### config.mk
export PLATFORM = sky130hd
export DESIGN_NAME = or_split16
export DESIGN_NICKNAME = d
export VERILOG_FILES = /design/src/rtl/or_split_pkg.sv /design/src/rtl/bit_find16.sv /design/src/rtl/or_split16.sv
export SDC_FILE = /design/constraint.sdc
export NUM_CORES = 1
export LEC_CHECK = 0
export BUFFER_PORTS_ARGS = -buffer_cell sky130_fd_sc_hd__buf_4
export CAP_MARGIN = 20
export CORE_ASPECT_RATIO = 1.5
export CORE_UTILIZATION = 50
export DETAILED_ROUTE_END_ITERATION = 12
export MAX_ROUTING_LAYER = met4
export PLACE_DENSITY_LB_ADDON = 0.12
export SKIP_CTS_REPAIR_TIMING = 1
export SYNTH_ARGS = -nofsm -noshare
export SYNTH_HDL_FRONTEND = slang
export SYNTH_SLANG_ARGS = --single-unit
### constraint.sdc
create_clock -name clk -period 6.1 [get_ports clk]
set_clock_uncertainty 0.15 [all_clocks]
set_input_delay 0.305 -clock clk [delete_from_list [all_inputs] [get_ports clk]]
set_output_delay 0.305 -clock clk [all_outputs]
set_load 0.1 [all_outputs]
### src/rtl/or_split_pkg.sv
// Shared types and constants for the or_split16 mask decomposer.
// Optional build macro: OR_SPLIT_MSB_FIRST_EN (highest-set-bit-first scan order).
package or_split_pkg;

    // Datapath word width and the matching bit-index width.
    localparam int WIDTH = 16;
    localparam int IDX_W = 4;

    // Two-state control: waiting for a word, or streaming its beats.
    typedef enum logic {
        IDLE = 1'b0,
        EMIT = 1'b1
    } state_e;

    // One 16-bit beat or word.
    typedef logic [WIDTH-1:0] onehot_t;

    // Bit position within a word.
    typedef logic [IDX_W-1:0] index_t;

    // Removes the bits of a one-hot beat from a word.
    function automatic onehot_t clear_bits(input onehot_t word, input onehot_t beat);
        return word & ~beat;
    endfunction

endpackage

### src/rtl/bit_find16.sv
// Combinational priority finder: locates one set bit of a 16-bit word and
// returns its position and one-hot mask. Default order picks the lowest set
// bit; defining OR_SPLIT_MSB_FIRST_EN picks the highest set bit instead.
module bit_find16
    import or_split_pkg::*;
(
    input  onehot_t word_i,
    output logic    found_o,
    output index_t  index_o,
    output onehot_t onehot_o
);

    // Scan so the winning bit is written last; an all-zero word yields found=0, index 0, mask 0.
    always_comb begin
        found_o  = 1'b0;
        index_o  = '0;
        onehot_o = '0;
`ifdef OR_SPLIT_MSB_FIRST_EN
        for (int i = 0; i < WIDTH; i++) begin
            if (word_i[i]) begin
                found_o = 1'b1;
                index_o = IDX_W'(i);
            end
        end
`else
        for (int i = WIDTH - 1; i >= 0; i--) begin
            if (word_i[i]) begin
                found_o = 1'b1;
                index_o = IDX_W'(i);
            end
        end
`endif
        if (found_o) begin
            onehot_o = onehot_t'(1) << index_o;
        end
    end

endmodule

### src/rtl/or_split16.sv
// or_split16: splits an accepted 16-bit word into a stream of one-hot beats,
// one per set bit (a zero word gives a single all-zero beat). OR of the beats
// rebuilds the word. Scan order is set inside bit_find16 by the optional
// macro OR_SPLIT_MSB_FIRST_EN; the handshake is identical in both builds.
module or_split16 #(
    parameter int WIDTH = 16,
    parameter int IDX_W = 4
) (
    input  logic             clk,
    input  logic             rst,
    input  logic             in_valid,
    output logic             in_ready,
    input  logic [WIDTH-1:0] in_word,
    output logic             out_valid,
    input  logic             out_ready,
    output logic [WIDTH-1:0] out_onehot,
    output logic [IDX_W-1:0] out_index,
    output logic             out_last
);

    import or_split_pkg::*;

    state_e  state_q,   state_d;
    onehot_t residue_q, residue_d;
    onehot_t onehot_q,  onehot_d;
    index_t  index_q,   index_d;
    logic    last_q,    last_d;
    logic    valid_q,   valid_d;

    logic    accept;
    logic    loadBeat;
    onehot_t srcWord;
    logic    findFound;
    index_t  findIndex;
    onehot_t findOnehot;
    onehot_t nextResidue;

    // A new word may enter when idle, or in the same cycle the final beat of the current word leaves.
    always_comb begin
        in_ready = 1'b0;
        if (!rst) begin
            in_ready = (state_q == IDLE) || (valid_q && out_ready && last_q);
        end
        accept = in_valid && in_ready;
    end

    // The single finder looks at the incoming word whenever one is accepted, otherwise at the residue.
    always_comb begin
        srcWord = residue_q;
        if (accept) begin
            srcWord = in_word;
        end
    end

    bit_find16 u_find (
        .word_i   (srcWord),
        .found_o  (findFound),
        .index_o  (findIndex),
        .onehot_o (findOnehot)
    );

    // Whatever is left after the beat being loaded decides whether that beat is the last one.
    always_comb begin
        nextResidue = '0;
        if (findFound) begin
            nextResidue = clear_bits(srcWord, findOnehot);
        end
    end

    // Next-state logic: load a beat on accept or on an advancing handshake, drop to idle after the last beat.
    always_comb begin
        state_d   = state_q;
        residue_d = residue_q;
        onehot_d  = onehot_q;
        index_d   = index_q;
        last_d    = last_q;
        valid_d   = valid_q;
        loadBeat  = 1'b0;

        case (state_q)
            IDLE: begin
                if (accept) begin
                    loadBeat = 1'b1;
                    state_d  = EMIT;
                end
            end
            EMIT: begin
                if (out_ready) begin
                    if (!last_q || accept) begin
                        loadBeat = 1'b1;
                    end else begin
                        state_d   = IDLE;
                        valid_d   = 1'b0;
                        onehot_d  = '0;
                        index_d   = '0;
                        last_d    = 1'b0;
                        residue_d = '0;
                    end
                end
            end
            default: begin
                state_d = IDLE;
                valid_d = 1'b0;
            end
        endcase

        if (loadBeat) begin
            onehot_d  = findOnehot;
            index_d   = findIndex;
            residue_d = nextResidue;
            last_d    = (nextResidue == '0);
            valid_d   = 1'b1;
        end
    end

    // State and output registers; a synchronous reset clears everything and discards any word in flight.
    always_ff @(posedge clk) begin
        if (rst) begin
            state_q   <= IDLE;
            residue_q <= '0;
            onehot_q  <= '0;
            index_q   <= '0;
            last_q    <= 1'b0;
            valid_q   <= 1'b0;
        end else begin
            state_q   <= state_d;
            residue_q <= residue_d;
            onehot_q  <= onehot_d;
            index_q   <= index_d;
            last_q    <= last_d;
            valid_q   <= valid_d;
        end
    end

    assign out_valid  = valid_q;
    assign out_onehot = onehot_q;
    assign out_index  = index_q;
    assign out_last   = last_q;

endmodule

==> run_results.csv, run 1 <==
group,metric,value,unit
outcome,run_status,"finished with violations",
outcome,violations,"design-rule violations",
yosys,yosysWarningCount,0,
floorplan,io-pin-count,43,
yosys,synth_most_common_cell,"nor2_1",
hold_path,worstHoldEndpoint,"state_q$_SDFF_PP0_",
yosys,synth.area.top_cells,"dfxtp_1 (34%), nor2_1 (9.3%), a21oi_1 (6.5%)",
critical_path,arrival,3.47,ns
critical_path,critPathSlowestCell,"a211oi_2",
power_and_ir_drop,switching_share,38.79,%
power_and_ir_drop,combPwrFrac,32.6,%
yosys,syn_area,2306,um2
global_route,grt_max_degree,42,
cells_and_area,area_growth,17.96,%
power_and_ir_drop,intPower,0.0004071,W
place,dp_hpwl,4727,um
critical_path,crit_chain,"nand3_1 -> a21o_1 -> mux2i_1 -> a211oi_2 -> and2b_1 -> o2111ai_1 -> a2111oi_2 -> a32o_1",
place,placed_area,2631,um2
power_and_ir_drop,power_frac_seq,41.3,%
floorplan,start_util,53.40,%
critical_path,cp_max_fo,24,
sta,setup_violations,0,
hold_path,hold_depth,4,
critical_path,cp_top_family,"compound AO/OA/AOI/OAI gates",
critical_path,cp.required,6.20,ns
yosys,synth-seq-cells,39,
yosys,synth_ff_type,"dfxtp_1",
floorplan,die-area,4893,um2
yosys,synthCells,301,
cells_and_area,multi_input_area,1436,um2
power_and_ir_drop,p_leak,1.044,nW
cells_and_area,drive_above_1_share,18.93,%
yosys,ys_seq_area_share,33.86,%
place,port_buffers,42,
yosys,netlist.area_leader.share,33.86,%
yosys,avgSynthCellArea,7.661,um2
floorplan,fp.coreArea,4318,um2
critical_path,rr_worst_depth,8,
critical_path,crit_type,"reg -> reg",
floorplan,die_h,85.18,um
cells_and_area,fin_area,2720,um2
critical_path,end_kind,"register",
power_and_ir_drop,power.total,0.0006651,W
sta,slew_headroom,40.36,%
power_and_ir_drop,vdd_drop_max,0.1895,mV
sta,period_needed,3.371,ns
sta,fin_crit_sh,55.27,%
global_route,grt_usage,27.66,%
sta,grt_setup_unrepaired,"false",
clocking,clockBufferDepth,2,
clocking,cts_max_level,2,
global_route,grt_pass1_wl,10250,um
yosys,synthArstFlopShare,0,%
critical_path,max_stage_delay,0.76,ns
global_route,antenna_found_initial,0,
clocking,numCtsBuffers,5,
power_and_ir_drop,p_switching,0.0002580,W
clocking,clock-root-buffer,"clkbuf_8",
floorplan,die_x,57.45,um
place,place.gp.congestion,0.9452,
global_route,grt_pass1_vias,2166,
sta,hold_viol_final,0,
cells_and_area,n_antenna_cell,0,
cells_and_area,nets,357,
sta,tightest_slew,0.8930,ns
yosys,synth_common_cells,"nor2_1 (57), dfxtp_1 (39), a21oi_1 (30)",
clocking,cts_tree,"yes",
drt,drtIter0Drc,168,
yosys,synth_edf_count,0,
global_route,gr-total-overflow,0,
drt,final_antenna_net_count,0,
yosys,synth_nets,321,
sta,tns,0,ns
cells_and_area,fillerInstances,405,
floorplan,rows,29,
hold_path,hold_start,"out_ready",
hold_path,hold_path.class,"in -> reg",
sta,fmax,296.6,MHz
clocking,insertion_delay,0.30,ns
drt,viasPerCell,6.401,
drt,routed_wl,6426,um
yosys,synth_cell_types,51,
run,drv_cap,0,
yosys,yosys.area.top_type,"dfxtp_1",
drt,drc_errors,3,
power_and_ir_drop,power_frac_clock,26.1,%
clocking,clkTransAtPathRegs,0.08,ns
drt,wl_per_cell,16.73,um
critical_path,regToRegStartpoint,"out_last$_SDFFE_PP0P_",
power_and_ir_drop,power.density,244.5,nW/um2
critical_path,start_kind,"register",
clocking,cts_num_sinks,39,
place,dp.cells,376,
critical_path,timing.reg2reg.setup_slack,2.73,ns
critical_path,crit_buf_inv,0,
drt,num_vias,2458,
cells_and_area,seq_area,780.7,um2
critical_path,r2r-end,"out_last$_SDFFE_PP0P_",
sta,maxSlewViolCount,0,
cells_and_area,stdcell_count,384,
drt,firstDrtPassIters,9,
[metal layers]
| metal | track usage, % | vias up | wire length (um) |
|---|---|---|---|
| li1 | - | 1194 | - |
| met1 | 34.64 | 1145 | 2714 |
| met2 | 43.97 | 100 | 3132 |
| met3 | 3.659 | 19 | 397 |
| met4 | 12.20 | 0 | 181 |
| met5 | - | - | 0 |
[flip-flops by register name, summed over array words and instances (netlist names)]
| register | cells |
|---|---|
| out_valid | 1 |
| residue_q | 16 |
| out_onehot | 16 |
| out_last | 1 |
| state_q | 1 |
| out_index | 4 |
[cell type report]
cell class              count  area share (%)
well taps                  46           2.116
repair buffers             45           12.42
clock inverters             3          0.7360
flip-flops and latches     39           28.70
inverters                   5          0.6900
multi-input cells         241           52.81
clock buffers               5           2.530
[cell families (layout without fill, tap and decap cells)]
family | Yosys count | in the layout | synth area share, %
AO/OA/AOI/OAI | 97 | 97 | 29.79
buffers and inverters | 21 | 58 | 4.015
flip-flops | 39 | 39 | 33.86
multiplexers | 15 | 15 | 6.674
AND/OR/NAND/NOR | 129 | 129 | 25.66
[metrics by stage]
step / hold WS, ns / setup slack (ns) / utilization, %
6_report: 0.1781 / 2.729 / 63.00
5_1_grt: 0.1995 / 2.527 / 63.00
4_1_cts: 0.1910 / 2.751 / 63.00
3_5_place_dp: 0.3130 / 2.437 / 60.94
3_3_place_gp: 0.3091 / 2.520 / 60.94
2_1_floorplan: 0.3184 / 2.808 / -
[power by group through the flow]
| stage | clock (W) | combinational [W] | sequential (W) |
|---|---|---|---|
| after global placement | 0 | 0.000214 | 0.000280 |
| after detailed placement | 0 | 0.000215 | 0.000280 |
| after floorplan | 0 | 0.000120 | 0.000318 |
| final | 0.000174 | 0.000217 | 0.000275 |
| after CTS | 0.000176 | 0.000215 | 0.000274 |
| after global routing | 0.000186 | 0.000232 | 0.000276 |
[worst reg2reg max path, stage by stage (launching register included)]
cell       delay (ns)
dfxtp_1          0.38
nand3_1          0.16
a21o_1           0.70
mux2i_1          0.31
a211oi_2         0.76
and2b_1          0.29
o2111ai_1        0.16
a2111oi_2        0.22
a32o_1           0.20
[worst max-delay path by stage]
stage / from / end / slack [ns] / cells past startpoint
after floorplan: out_last$_SDFFE_PP0P_ / in_ready / 2.81 / 2
after global routing: rst / out_last$_SDFFE_PP0P_ / 2.53 / 9
after detailed placement: rst / out_last$_SDFFE_PP0P_ / 2.44 / 9
after global placement: rst / out_last$_SDFFE_PP0P_ / 2.52 / 9
after CTS: out_last$_SDFFE_PP0P_ / out_last$_SDFFE_PP0P_ / 2.75 / 8
final: out_last$_SDFFE_PP0P_ / out_last$_SDFFE_PP0P_ / 2.73 / 8
[cell usage in the layout (no fill, tap or decap), types with 2 or more instances in the layout]
cell	netlist	final
nor2_1	57	57
buf_4	2	45
dfxtp_1	39	39
a21oi_1	30	29
nand2_1	29	29
mux2i_1	14	14
a32oi_1	14	14
nor4_1	10	10
o21ai_0	8	8
nor2b_1	7	7
nor3_1	7	7
a22oi_1	6	6
inv_1	5	5
a211o_1	5	5
clkbuf_8	0	5
and2_1	4	4
a21oi_2	2	3
a21o_1	3	3
nand2b_1	3	3
a31oi_1	3	3
o21ai_1	3	3
a311oi_1	3	3
or4_1	2	2
o31ai_1	2	2
a211oi_1	2	2
nand4_1	2	2
a221oi_1	2	2
a31o_2	2	2
clkinvlp_4	0	2
No activity file was read; power rests on OpenSTA's default activity.
==> run 2: changes to the inputs <==
clock period = 3.3 ns   (was 6.1 ns; I/O delays follow)
==> run 2 against run 1 <==
The flow still finishes with violations (design-rule violations); maximum frequency up 17%; first-iteration DRC count down 3.0%; sequential share of layout area down 0.81 points; critical path depth up 2; via count up 0.24%; total power up 92%; non-clock buffer count up 9; core utilization up 1.8 points; worst hold slack worse by 0.14 ns; clock power up 100%; global-route usage up 2.2 points; critical endpoint unchanged.
==> run_results.csv, run 2 (synthesis results as in run 1) <==
group,metric,value,unit
floorplan,die_x,57.45,um
global_route,antenna_found_initial,0,
sta,tightest_slew,0.6528,ns
floorplan,die_h,85.18,um
cells_and_area,fillerInstances,417,
power_and_ir_drop,power.total,0.001278,W
outcome,violations,"design-rule violations",
cells_and_area,n_antenna_cell,0,
sta,hold_viol_final,0,
drt,final_antenna_net_count,0,
drt,routed_wl,6669,um
floorplan,fp.coreArea,4318,um2
power_and_ir_drop,vdd_drop_max,0.4378,mV
cells_and_area,area_growth,21.38,%
sta,period_needed,2.881,ns
critical_path,rr_worst_depth,10,
clocking,clkTransAtPathRegs,0.08,ns
place,dpl_worst_slack,0.4851,ns
sta,setup_violations,0,
floorplan,start_util,53.40,%
clocking,insertion_delay,0.29,ns
floorplan,io-pin-count,43,
sta,slew_headroom,56.08,%
critical_path,arrival,2.92,ns
drt,drc_errors,3,
global_route,grt_pass1_wl,11100,um
sta,maxSlewViolCount,0,
critical_path,start_kind,"register",
clocking,cts_max_level,2,
sta,fmax,347.0,MHz
sta,grt_setup_unrepaired,"false",
global_route,grt_usage,29.84,%
drt,wl_per_cell,16.97,um
cells_and_area,multi_input_area,1436,um2
clocking,clock-root-buffer,"clkbuf_8",
place,dp_hpwl,5001,um
drt,drtIter0Drc,163,
cells_and_area,final_common_cell,"nor2_1",
cells_and_area,drive_above_1_share,20.75,%
clocking,clockBufferDepth,2,
run,drv_cap,0,
global_route,grt_max_degree,41,
global_route,grt_pass1_vias,2263,
clocking,cts_num_sinks,39,
floorplan,die-area,4893,um2
drt,firstDrtPassIters,9,
place,port_buffers,42,
critical_path,crit_type,"reg -> reg",
power_and_ir_drop,p_leak,1.098,nW
sta,fin_crit_sh,87.32,%
sta,layout_setup_ws,0.4186,ns
critical_path,cp.required,3.34,ns
power_and_ir_drop,power.density,456.5,nW/um2
clocking,cts_tree,"yes",
drt,viasPerCell,6.270,
place,place.gp.congestion,0.9975,
hold_path,hold_depth,4,
global_route,gr-total-overflow,0,
cells_and_area,seq_area,780.7,um2
drt,num_vias,2464,
floorplan,rows,29,
critical_path,end_kind,"register",
clocking,numCtsBuffers,5,
cells_and_area,layout_common_cells,"nor2_1 (57), buf_4 (54), dfxtp_1 (39)",
critical_path,cp_max_fo,14,
outcome,run_status,"finished with violations",
sta,tns,0,ns
cells_and_area,nets,366,
hold_path,hold_path.class,"in -> reg",
==> run 2: cell count changes in the layout (fill, tap and decap cells not counted), sizes merged <==
cell | previous run | this run
buf | 45 | 54
clkbuf | 5 | 8
clkinvlp | 2 | 0
clkinv | 1 | 0
==> run 2: layer usage <==
metal  GRT usage (%)  part of all wire, %  vias to the layer above
met1           37.90                   43                     1155
met2           47.99                   50                       85
met4           12.20                  2.5                        0
met3           2.896                  4.6                       15
met5               -                    0                        -
li1                -                    -                     1209
==> run 2: critical path: stages (launching register included) <==
cell,delay [ns]
dfxtp_1,0.42
nand3_1,0.16
a21o_1,0.36
buf_4,0.26
a311oi_1,0.40
a211oi_2,0.08
buf_4,0.20
and2b_1,0.21
o2111ai_1,0.24
a2111oi_2,0.07
a32o_1,0.22
==> run 2: through the flow <==
step / instances / area (um2) / utilization, % / hold slack (ns)
floorplan: 301 / 2306 / - / 0.2064
global placement: 385 / 2699 / 62.50 / 0.3010
detailed placement: 385 / 2699 / 62.50 / 0.3080
CTS: 393 / 2799 / 64.82 / 0.03776
global route: 393 / 2799 / 64.82 / 0.05812
finish: 393 / 2799 / 64.82 / 0.04112
==> run 2: worst paths after layout <==
check | slack [ns] | start | endpoint
setup / recovery | 0.42 | out_last$_SDFFE_PP0P_ | out_last$_SDFFE_PP0P_
hold reg to reg | 0.32 | out_index[2]$_SDFFE_PP0P_ | out_index[2]$_SDFFE_PP0P_
setup reg to reg | 0.42 | out_last$_SDFFE_PP0P_ | out_last$_SDFFE_PP0P_
hold / removal | 0.04 | out_ready | state_q$_SDFF_PP0_
==> run 2: where the power goes <==
group	internal, W	switching (W)
Clock	0.000191	0.000161
Combinational	0.000130	0.000289
Sequential	0.000488	0.0000189
Total	0.000809	0.000469
==> run 2: final cells by class <==
cell class	count	area share, %
inverter	5	0.6705
timing repair buffer	54	14.48
clock buffer	8	3.576
sequential	39	27.89
multi-input combinational	241	51.32
tap	46	2.056
